[config.mk]
export PLATFORM = sky130hd
export DESIGN_NAME = debug_host_link
export DESIGN_NICKNAME = d
export VERILOG_FILES = /design/src/rtl/debug_host_link.sv
export SDC_FILE = /design/constraint.sdc
export NUM_CORES = 1
export LEC_CHECK = 0
export BUFFER_PORTS_ARGS = -buffer_cell sky130_fd_sc_hd__buf_2
export CORE_ASPECT_RATIO = 0.8
export CORE_MARGIN = 2
export CORE_UTILIZATION = 50
export CTS_CLUSTER_SIZE = 20
export DETAILED_ROUTE_END_ITERATION = 8
export PLACE_DENSITY = 0.76
export SLEW_MARGIN = 20
export SYNTH_ARGS = -nofsm -noshare
export SYNTH_HDL_FRONTEND = slang
export SYNTH_SLANG_ARGS = --single-unit
[constraint.sdc]
create_clock -name i_clk -period 1.8 [get_ports i_clk]
set_input_delay 0.36 -clock i_clk [delete_from_list [all_inputs] [get_ports i_clk]]
set_output_delay 0.36 -clock i_clk [all_outputs]
set_load 0.02 [all_outputs]
[src/rtl/debug_host_link.sv]
// debug_host_link: host-side UART debug initiator. Streams a command word out as
// bytes MSB first, then collects and reassembles the debugger's response words.
`default_nettype none

module debug_host_link #(
  parameter int UART_BUS_SIZE = 8,
  parameter int CMD_BUS_SIZE  = 32,
  parameter int RSP_BUS_SIZE  = 32,
  parameter int RSP_TIMEOUT   = 100000
) (
  input  logic                     i_clk,
  input  logic                     i_reset,
  input  logic                     i_cmd_valid,
  input  logic [CMD_BUS_SIZE-1:0]  i_cmd_data,
  input  logic [7:0]               i_rsp_words,
  output logic                     o_cmd_ready,
  input  logic                     i_uart_full,
  output logic                     o_uart_wr,
  output logic [UART_BUS_SIZE-1:0] o_uart_data_wr,
  input  logic                     i_uart_empty,
  input  logic [UART_BUS_SIZE-1:0] i_uart_data_rd,
  output logic                     o_uart_rd,
  output logic                     o_rsp_valid,
  output logic [RSP_BUS_SIZE-1:0]  o_rsp_data,
  output logic                     o_done,
  output logic                     o_timeout,
  output logic                     o_busy
);

  localparam int CMD_BYTES = CMD_BUS_SIZE / UART_BUS_SIZE;
  localparam int RSP_BYTES = RSP_BUS_SIZE / UART_BUS_SIZE;
  localparam int CIW       = (CMD_BYTES > 1) ? $clog2(CMD_BYTES) : 1;
  localparam int RIW       = (RSP_BYTES > 1) ? $clog2(RSP_BYTES) : 1;
  localparam int TW        = (RSP_TIMEOUT > 1) ? $clog2(RSP_TIMEOUT) : 1;

  localparam logic [CIW-1:0] CMD_LAST = CIW'(CMD_BYTES - 1);
  localparam logic [RIW-1:0] RSP_LAST = RIW'(RSP_BYTES - 1);
  localparam logic [TW-1:0]  TMO_LAST = TW'(RSP_TIMEOUT - 1);

  typedef enum logic [2:0] {
    S_IDLE    = 3'd0,
    S_SEND    = 3'd1,
    S_RECV    = 3'd2,
    S_EMIT    = 3'd3,
    S_DONE    = 3'd4,
    S_TIMEOUT = 3'd5
  } state_t;

  state_t                  state;
  logic [CMD_BUS_SIZE-1:0] cmd_shift;
  logic [CIW-1:0]          tx_idx;
  logic [7:0]              words_left;
  logic [RIW-1:0]          rx_cnt;
  logic [TW-1:0]           tmo_cnt;
  logic [RSP_BUS_SIZE-1:0] rsp_asm;
  logic [RSP_BUS_SIZE-1:0] rsp_word;
  logic [RSP_BUS_SIZE-1:0] asm_next;

  // Strobes follow the FIFO flags combinationally so a push never meets a full
  // FIFO and a pop never meets an empty one; reset suppresses them at once.
  assign o_uart_wr   = !i_reset && (state == S_SEND) && !i_uart_full;
  assign o_uart_rd   = !i_reset && (state == S_RECV) && !i_uart_empty;
  assign o_cmd_ready = !i_reset && (state == S_IDLE);
  assign o_busy      = (state != S_IDLE);
  assign o_rsp_valid = !i_reset && (state == S_EMIT);
  assign o_done      = !i_reset && ((state == S_DONE) || (state == S_TIMEOUT));
  assign o_timeout   = !i_reset && (state == S_TIMEOUT);

  assign o_uart_data_wr = cmd_shift[CMD_BUS_SIZE-1 -: UART_BUS_SIZE];
  assign o_rsp_data     = rsp_word;

  assign asm_next = (rsp_asm << UART_BUS_SIZE) | RSP_BUS_SIZE'(i_uart_data_rd);

  always_ff @(posedge i_clk) begin
    if (i_reset) begin
      state      <= S_IDLE;
      cmd_shift  <= '0;
      tx_idx     <= '0;
      words_left <= '0;
      rx_cnt     <= '0;
      tmo_cnt    <= '0;
      rsp_asm    <= '0;
      rsp_word   <= '0;
    end else begin
      case (state)
        S_IDLE: begin
          if (i_cmd_valid) begin
            cmd_shift  <= i_cmd_data;
            words_left <= i_rsp_words;
            tx_idx     <= '0;
            rx_cnt     <= '0;
            tmo_cnt    <= '0;
            state      <= S_SEND;
          end
        end

        S_SEND: begin
          if (!i_uart_full) begin
            cmd_shift <= cmd_shift << UART_BUS_SIZE;
            tx_idx    <= tx_idx + 1'b1;
            if (tx_idx == CMD_LAST) begin
              state <= (words_left == 8'd0) ? S_DONE : S_RECV;
            end
          end
        end

        S_RECV: begin
          if (!i_uart_empty) begin
            rsp_asm <= asm_next;
            tmo_cnt <= '0;
            rx_cnt  <= rx_cnt + 1'b1;
            if (rx_cnt == RSP_LAST) begin
              rsp_word <= asm_next;
              state    <= S_EMIT;
            end
          end else if (tmo_cnt == TMO_LAST) begin
            // Any partially assembled word is simply abandoned here.
            state <= S_TIMEOUT;
          end else begin
            tmo_cnt <= tmo_cnt + 1'b1;
          end
        end

        S_EMIT: begin
          words_left <= words_left - 8'd1;
          rx_cnt     <= '0;
          tmo_cnt    <= '0;
          state      <= (words_left == 8'd1) ? S_DONE : S_RECV;
        end

        S_DONE, S_TIMEOUT: state <= S_IDLE;

        default: state <= S_IDLE;
      endcase
    end
  end

endmodule

`default_nettype wire

After elaboration in Yosys (flattened, before gate mapping)
Index checks and enable logic that the tools add are counted.
- bitwise operators: 2
- add/sub/neg operators: 4
- equality and inequality tests: 16
- multiplexer cells: 23
- reductions and logical operators: 25
- operators with widths (kind ; count):
    two-way mux 32 bit ; 2
    case mux 32 bit (2 select lines) ; 1
    two-way mux 17 bit ; 3
    case mux 17 bit (3 select lines) ; 1
    OR 32 x 8 -> 32 bit ; 1
    two-way mux 3 bit ; 8
    adder 17 x 1 -> 17 bit, second input constant ; 1
    equality test 17 bit, second input constant ; 1
    case mux 8 bit (2 select lines) ; 1
    case mux 3 bit (4 select lines) ; 1
    AND reduction 3 bit ; 4
    equality test 8 x 1 -> 1 bit, second input constant ; 1
    logical AND 1 bit ; 8
    zero test 8 bit ; 1
    two-way mux 8 bit ; 1
    subtractor 8 x 1 -> 8 bit, second input constant ; 1
    equality test 3 x 2 -> 1 bit, second input constant ; 2
    equality test 3 bit, second input constant ; 2
    two-way mux 2 bit ; 3
    inequality test 2 bit, second input constant ; 3
    inequality test 3 x 2 -> 1 bit, second input constant ; 2
    case mux 2 bit (3 select lines) ; 1
    nonzero test 3 bit ; 2
    AND reduction 5 bit ; 1
    other kinds (12) ; 18
- word-level logic and storage cells: 78
- output and inout bits: 47
- input bits: 53
- bits in registers: 120

Longest topological paths before layout
Gate-level depths: netlist of run 1.
- depth in word-level cells: 5
- depth in mapped cells: 8
- gate-level depth less buffers: 6

Least setup slack after synthesis of run 1
OpenSTA, ideal clock, no wires.
- path type: register to output
- from: register state[1]
- to: output port o_uart_wr
- path buffers: 3
- slack: -0.205 ns
- data arrival time: 1.645 ns
- stages on the path, launching flop included: 6
- data required time: 1.440 ns
- cells stage by stage: dfxtp_1 buf_6 or3b_4 buf_4 buf_2 nor3_1
- cells in the longest elaborated chain, start to end: 3
- RTL lines (what ; line ; RTL):
    start: declaration ; 49 ; state_t state;
    start signal: assignment ; 102 ; state <= (words_left == 8'd0) ? S_DONE : S_RECV;
    start signal: assignment ; 128 ; state <= (words_left == 8'd1) ? S_DONE : S_RECV;
    equality test 3 x 1 -> 1 bit ; 61 ; assign o_uart_wr = !i_reset && (state == S_SEND) && !i_uart_full;
    logical AND 1 bit (2 in a row) ; 61 ;
    end: declaration ; 18 ; output logic o_uart_wr,
Every way passes these cells.

Final worst setup path of run 1
- from: register state[1]
- to: register cmd_shift[8]
- cells in the longest elaborated chain, start to end: 3
- RTL lines (what ; line ; RTL):
    equality test 3 x 1 -> 1 bit or zero test 3 bit (tied branches) ; 85 ; case (state)
    inequality test 2 bit (no source line) or nonzero test 2 bit (tied branches) ; -- ;
    AND reduction 3 bit (no source line) ; -- ;
    end signal: assignment ; 88 ; cmd_shift <= i_cmd_data;
    end signal: assignment ; 99 ; cmd_shift <= cmd_shift << UART_BUS_SIZE;
    end: declaration ; 50 ; logic [CMD_BUS_SIZE-1:0] cmd_shift;
Parallel ways exist; a longest one is shown, timed or not.
A chain may end at the register's enable or synchronous reset.

==> impl_metrics.yaml, run 1 <==
worst_setup_path:
  critPathArrivalTime_ns: 2.31
  worstReg2RegStart: "state[1]"
  largest_stage_delay_on_the_critical_path_ns: 0.42
  critPathRequiredTime_ns: 2.10
  critical_path_class: "reg2reg"
  worst_setup_path_startpoint: "state[1]"
  critical-path-slowest-cell: "or3b_4"
  worst_setup_path_end_kind: "flip-flop"
  worstPathCellList: "or3b_4 -> buf_4 -> buf_6 -> o21ai_4 -> buf_12 -> clkbuf_16 -> nor2_1 -> a311oi_1"
  slack_of_the_worst_reg_to_reg_path_ns: -0.21
  startpoint_type: "flip-flop"
  crit_path_end: "cmd_shift[8]"
  worst_r2r_endpoint: "cmd_shift[8]"
  crit_path_max_fanout: 5
  timing.reg2reg.worst_path_depth: 8
layout:
  nNetsFinal: 829
  finish.cell_count_without_fillers: 924
  final_cell_area_mm2: 0.00709
  syn2layout_area_growth_pct: 33.9
  antenna_cells_inserted: 0
  final_layout_size_suffix_gt1_share_pct: 29.5
  filler_cell_count: 737
synth:
  synth_area_leaders: "dfxtp_1, nand2_1, a21oi_1"
  synth-warning-count: 0
  synth.ff_latch_count: 120
  seq_area_frac_synth_pct: 45.4
  synth_flop_type: "dfxtp_1"
  synth_enable_flop_cells: 0
  syn_avg_cell_area_um2: 8.15
  post_synthesis_cell_count: 649
  synth.distinct_cells: 58
  postSynth.asyncResetShare_pct: 0
  synth_top_area_share_pct: 45.4
  synth.cell_area_mm2: 0.00529
  synth_top_area_cell: "dfxtp_1"
  postSynthNetCount: 707
floorplan:
  ioPinCount: 100
  fp-row-count: 33
  dieWidth_um: 119
  starting_density_of_the_core_pct: 51.5
  die_area_mm2: 0.0114
  floorplan.die.height_um: 96.0
  core_mm2: 0.0103
status:
  status: "finished, violations left"
  violations: "negative setup slack"
clocking:
  clock_tree.root_cell: "clkbuf_16"
  cts_tree: "yes"
  clk_pin_slew_worst_paths_ns: 0.06
  cts_made_buffers: 17
  cts_buffer_depth: 2
  cts_hold_repair.buffers: 0
  tritoncts_num_sinks: 120
  cts_max_level: 4
  clock_latency_ns: 0.41
power_and_ir_drop:
  clockPowerShare_pct: 35.6
  pwr-share-seq_pct: 30.4
  switchingPower_uw: 3450
  net_switching_fraction_of_the_power_pct: 32.4
  cellInternalPower_uw: 7190
  power_per_cell_area_mw_per_mm2: 1500
  p_leak_uw: 0.00284
  vdd_drop_max_v: 0.000816
  share_comb_of_total_power_pct: 34.0
global_route:
  grt_pass1_wl_um: 23100
  grt_antenna_before_repair: 0
  grt_start_max_net_pins: 50
  grt_overflow: 0
  number_of_global_route_vias_before_repair: 4866
  grt_util_all_layers_pct: 25.2
timing:
  worst_pin_slew_ns: 0.490
  portion_of_the_clock_cycle_consumed_by_the_worst_path_in_the_final_layout_pct: 112
  fmax_mhz: 498
  timing.final.setup_violations: 31
  worst_slack_ns: -0.210
  slew-limit-headroom_pct: 67.3
  final_hold_viol_count: 0
  finalMaxSlewViolations: 0
  period_needed_ns: 2.01
  final.setup.tns_ns: -2.33
  final.setup_skew_ns: 0.00634
  unrepaired_setup_endpoints_after_global_routing: "yes"
detailed_routing:
  finalWirelength_um: 15500
  detailroute.via_count: 5309
  dr.pass1.iters: 5
  drc_violations_left: 0
  route.detailed.wl_per_inst_um: 16.8
  drt_first_iter_violations: 433
  drt.antenna.violating_nets: 0
  vias_per_cell: 5.75
place:
  port_buffers: 99
  detailed_place.area_mm2: 0.00598
  global_placement_routability_congestion: 0.845
  placed_cells_incl_taps: 869
  pre_cts_ws_ns: -0.111
  hpwl_um: 9070
flow_run:
  max-cap-violations: 0
worst_hold_path:
  hold_class: "in2reg"
-- final cells by class --
type                    count  area (um2)  area share (%)
flip-flops and latches    120        2410            34.0
well taps                 140         175            2.47
repair buffers            157        1160            16.4
multi-input cells         472        2670            37.6
clock buffers              18         439            6.19
clock inverters            14         221            3.12
inverters                   3        11.3           0.159
-- critical path, delay by kind of cell (launching register included) --
family,cells,cell delay [ns]
compound gates,2,0.53
buf+inv,4,0.55
flops,1,0.36
simple gates,2,0.47
-- layout by cell type, fill, tap and decap left out, types with 3 or more instances in the layout --
| cell type | count |
|---|---|
| clkinvlp_4 | 3 |
| inv_1 | 3 |
| clkbuf_16 | 19 |
| buf_4 | 37 |
| nand2_1 | 176 |
| o31ai_1 | 6 |
| nor2_4 | 3 |
| buf_6 | 19 |
| a21oi_1 | 81 |
| buf_12 | 6 |
| nand3b_1 | 4 |
| a311oi_1 | 12 |
| a311oi_2 | 15 |
| and4_1 | 3 |
| clkinv_4 | 3 |
| or3_1 | 3 |
| a31oi_1 | 4 |
| bufinv_16 | 5 |
| and2_1 | 4 |
| nand4_1 | 5 |
| a22oi_1 | 10 |
| o21ai_0 | 14 |
| nand3_1 | 11 |
| nor3_1 | 7 |
| dfxtp_1 | 117 |
| nor2_1 | 54 |
| and3_1 | 5 |
| ha_1 | 5 |
| buf_2 | 91 |
-- routing by layer --
metal	global-route usage (%)	part of all wire [%]	wire length (um)
met5	0	0	0
met4	8.93	1.6	251
met3	5.92	6.0	934
met2	42.0	48	7460
met1	32.5	44	6860
-- Yosys cell counts, drive strengths merged (3+ instances only) --
library cell  number
and2               7
inv                3
nand2            176
a311oi            27
and3               6
nor3b              3
clkbuf            23
dfxtp            120
a31oi              4
nand3b             5
ha                 5
a21oi             82
o31ai              6
and4               3
o21ai             17
nor4               3
a22oi             10
nand3             11
nor3               9
buf               31
nor2              59
nand2b             3
nand4              6
or3                5
-- worst min path at each step --
stage | startpoint | end | slack [ns] | cells after the start
floorplan | tmo_cnt[16] | tmo_cnt[16] | 0.43 | 1
global placement | o_rsp_data[4] | o_rsp_data[4] | 0.44 | 2
detailed placement | o_rsp_data[8] | o_rsp_data[8] | 0.44 | 2
CTS | i_uart_data_rd[3] | rsp_asm[3] | 0.19 | 3
global route | i_uart_data_rd[5] | rsp_asm[5] | 0.20 | 3
finish | i_uart_data_rd[4] | rsp_asm[4] | 0.20 | 3
-- cell families after synthesis --
group	synth area share, %
AOI/OAI and AO/OA	20.5
xor gates and xnor gates	0.166
adders and majority gates	1.18
buffers and inverters	6.00
DFF	45.4
muxes	0.402
and+or+nand+nor	26.4
-- sequential cells by signal (all words and copies together), names as in the netlist --
signal      cells
cmd_shift      32
o_rsp_data     32
rsp_asm        24
rx_cnt          2
state           3
tmo_cnt        17
tx_idx          2
words_left      8
-- power groups by stage --
| stage | combinational [uW] | sequential [uW] | clock [uW] |
|---|---|---|---|
| 2_1_floorplan | 2080 | 3190 | 0 |
| 5_1_grt | 3870 | 3260 | 3930 |
| 6_report | 3620 | 3230 | 3790 |
| 3_3_place_gp | 2440 | 3220 | 0 |
| 3_5_place_dp | 2540 | 3230 | 0 |
| 4_1_cts | 3020 | 3200 | 3800 |
-- stage by stage --
stage          utilization, %  hold slack (ns)  power, uW
3_5_place_dp             58.2            0.443       5760
2_1_floorplan               -            0.430       5270
4_1_cts                  66.5            0.191      10000
3_3_place_gp             58.2            0.440       5660
6_report                 69.0            0.198      10600
5_1_grt                  69.0            0.197      11100
-- repair_timing --
action / CTS / global route
buffers inserted: 8 / 11
endpoints found under the setup margin: 18 / 42
gates resized for setup: 30 / 27
pin swaps: 9 / 22
gates cloned: 1 / 3
Power figures use the tool's default switching activity.
==> run 2: changes to the inputs <==
--- a/config.mk
+++ b/config.mk
@@ -5,10 +5,12 @@
 export SDC_FILE = /design/constraint.sdc
 export NUM_CORES = 1
 export LEC_CHECK = 0
+export ABC_AREA = 1
 export BUFFER_PORTS_ARGS = -buffer_cell sky130_fd_sc_hd__buf_2
 export CORE_ASPECT_RATIO = 0.8
 export CORE_MARGIN = 2
 export CORE_UTILIZATION = 50
+export CTS_CLUSTER_DIAMETER = 50
 export CTS_CLUSTER_SIZE = 20
 export DETAILED_ROUTE_END_ITERATION = 8
 export PLACE_DENSITY = 0.76
==> impl_metrics.yaml, run 2 <==
status:
  status: "finished, violations left"
  violations: "negative setup slack"
worst_setup_path:
  worst_r2r_endpoint: "o_rsp_data[2]"
  timing.reg2reg.worst_path_depth: 8
  slack_of_the_worst_reg_to_reg_path_ns: 0.08
  crit_path_max_fanout: 5
  worst_setup_path_end_kind: "output pin"
  critical_path_class: "reg2out"
  startpoint_type: "flip-flop"
  critPathArrivalTime_ns: 1.46
  critPathRequiredTime_ns: 1.44
  worstReg2RegStart: "state[2]"
clocking:
  cts_tree: "yes"
  clock_tree.root_cell: "clkbuf_16"
  cts_hold_repair.buffers: 0
  cts_max_level: 4
  cts_made_buffers: 17
  tritoncts_num_sinks: 120
  cts_buffer_depth: 2
  clock_latency_ns: 0.42
  clk_pin_slew_worst_paths_ns: 0.05
synth:
  synth-warning-count: 0
  synth_top_area_share_pct: 44.8
  synth.ff_latch_count: 120
  synth_top_area_cell: "dfxtp_1"
  synth.cell_area_mm2: 0.00536
  synth.distinct_cells: 31
  synth_enable_flop_cells: 0
  postSynth.asyncResetShare_pct: 0
  synthMostInstantiatedCell: "nand2_1"
  postSynthNetCount: 811
  synth.top_cells.by_count: "nand2_1, dfxtp_1, nor2_1"
  synth_area_leaders: "dfxtp_1, nand2_1, nor2_1"
  syn_avg_cell_area_um2: 7.12
  seq_area_frac_synth_pct: 44.8
  post_synthesis_cell_count: 753
  synth_flop_type: "dfxtp_1"
floorplan:
  fp-row-count: 33
  ioPinCount: 100
  dieWidth_um: 120
  die_area_mm2: 0.0116
  starting_density_of_the_core_pct: 51.7
  floorplan.die.height_um: 96.6
  core_mm2: 0.0104
flow_run:
  max-cap-violations: 0
detailed_routing:
  dr.pass1.iters: 5
  detailroute.via_count: 5437
  finalWirelength_um: 14000
  drc_violations_left: 0
  vias_per_cell: 5.40
  drt_first_iter_violations: 445
  route.detailed.wl_per_inst_um: 13.9
  drt.antenna.violating_nets: 0
timing:
  worst_slack_ns: -0.0167
  finalMaxSlewViolations: 0
  portion_of_the_clock_cycle_consumed_by_the_worst_path_in_the_final_layout_pct: 101
  timing.final.setup_violations: 1
  final.setup_skew_ns: 0.00806
  fin_worst_hold_slack_ns: 0.194
  slew-limit-headroom_pct: 68.8
  fmax_mhz: 550
  period_needed_ns: 1.82
  unrepaired_setup_endpoints_after_global_routing: "yes"
  worst_pin_slew_ns: 0.468
  final_hold_viol_count: 0
layout:
  nNetsFinal: 912
  final_core_utilization_pct: 65.2
  finish.cell_count_without_fillers: 1007
  layout.cells.most_common_list: "nand2_1, dfxtp_1, buf_2"
  mostFrequentLayoutCell: "nand2_1"
  syn2layout_area_growth_pct: 26.0
  final_layout_size_suffix_gt1_share_pct: 22.8
  antenna_cells_inserted: 0
  filler_cell_count: 862
worst_hold_path:
  worstHoldPathCells: 3
  min_delay_worst_endpoint: "words_left[1]"
  hold_class: "in2reg"
  hold_start: "i_rsp_words[1]"
global_route:
  grt_util_all_layers_pct: 24.8
  number_of_global_route_vias_before_repair: 5172
  grt_overflow: 0
  grt_start_max_net_pins: 41
  grt_pass1_wl_um: 23600
  grt_antenna_before_repair: 0
place:
  hpwl_um: 9570
  port_buffers: 99
  placed_cells_incl_taps: 968
  global_placement_routability_congestion: 0.907
power_and_ir_drop:
  p_leak_uw: 0.00286
  power_per_cell_area_mw_per_mm2: 1430
  vdd_drop_max_v: 0.000939
run 2: changes by cell type after synthesis, moves of 6 or more:
cell,delta
nand3_1,+56
o21ai_0,+48
inv_1,+40
nor2_1,+38
a31oi_1,+23
a21oi_1,-17
a311oi_2,-15
a311oi_1,-12
a22oi_1,-10
nand2_1,-8
and3_1,-6
inv_2,+6
o31ai_1,-6
run 2: how the worst max path moves through the flow:
stage                        start  depth (start not counted)            end
after global routing      state[2]                          7     tmo_cnt[3]
after CTS                 state[2]                          5      o_uart_wr
final                     state[0]                          4      o_uart_wr
after global placement    state[2]                          7    tmo_cnt[11]
after floorplan           state[1]                          5      o_uart_rd
after detailed placement  state[2]                          8  cmd_shift[17]
run 2: through the flow:
stage	instance area [um2]	power [uW]	setup WS, ns	TNS (ns)
finish	6760	9670	-0.0167	-0.0167
floorplan	5360	5340	0.158	0
detailed placement	5980	5930	0.0716	0
CTS	6680	9570	-0.0455	-0.0793
global placement	5980	5820	0.218	0
global route	6760	10100	-0.0918	-0.748
run 2: metal layers:
metal | track usage, % | vias to the layer above | part of all wire, %
met5 | 0 | - | 0
met4 | 9.50 | 0 | 1.8
met3 | 5.42 | 20 | 6.3
met2 | 40.2 | 199 | 47
met1 | 32.2 | 2520 | 45
li1 | - | 2698 | -
run 2: what timing repair did:
action,in CTS,in global routing
setup endpoints to repair,6,71
hold endpoints to repair,0,0
setup buffers,4,3
pin swaps,4,1
gates resized for setup,13,17
gates cloned,0,0
run 2: cell type report:
type                            count  area, um2  area share [%]
Timing Repair Buffer              134        811            12.0
Sequential cell                   120       2410            35.7
Clock buffer                       19        453            6.70
Clock inverter                     13        171            2.54
Tap cell                          140        175            2.59
Inverter                           49        189            2.80
Multi-Input combinational cell    532       2550            37.7
run 2: logic make-up after synthesis:
logic type,share of synthesized area [%]
and+or+nand+nor,28.8
xor gates and xnor gates,0.327
adders and majority gates,1.17
DFF,44.8
buffers and inverters,8.73
AOI/OAI and AO/OA,16.2
run 2: worst max-delay path, stage by stage, from the launching register on:
cell and delay, ns:
dfxtp_2 0.42, nand3_4 0.11, or2_4 0.27, nor2_4 0.11, buf_6 0.13
run 2: power breakdown:
group          switching (uW)  internal, uW  leakage, uW
Clock                    1270          2260     0.000288
Sequential                296          3110     0.000977
Combinational            1780           953      0.00159
Total                    3350          6320      0.00286
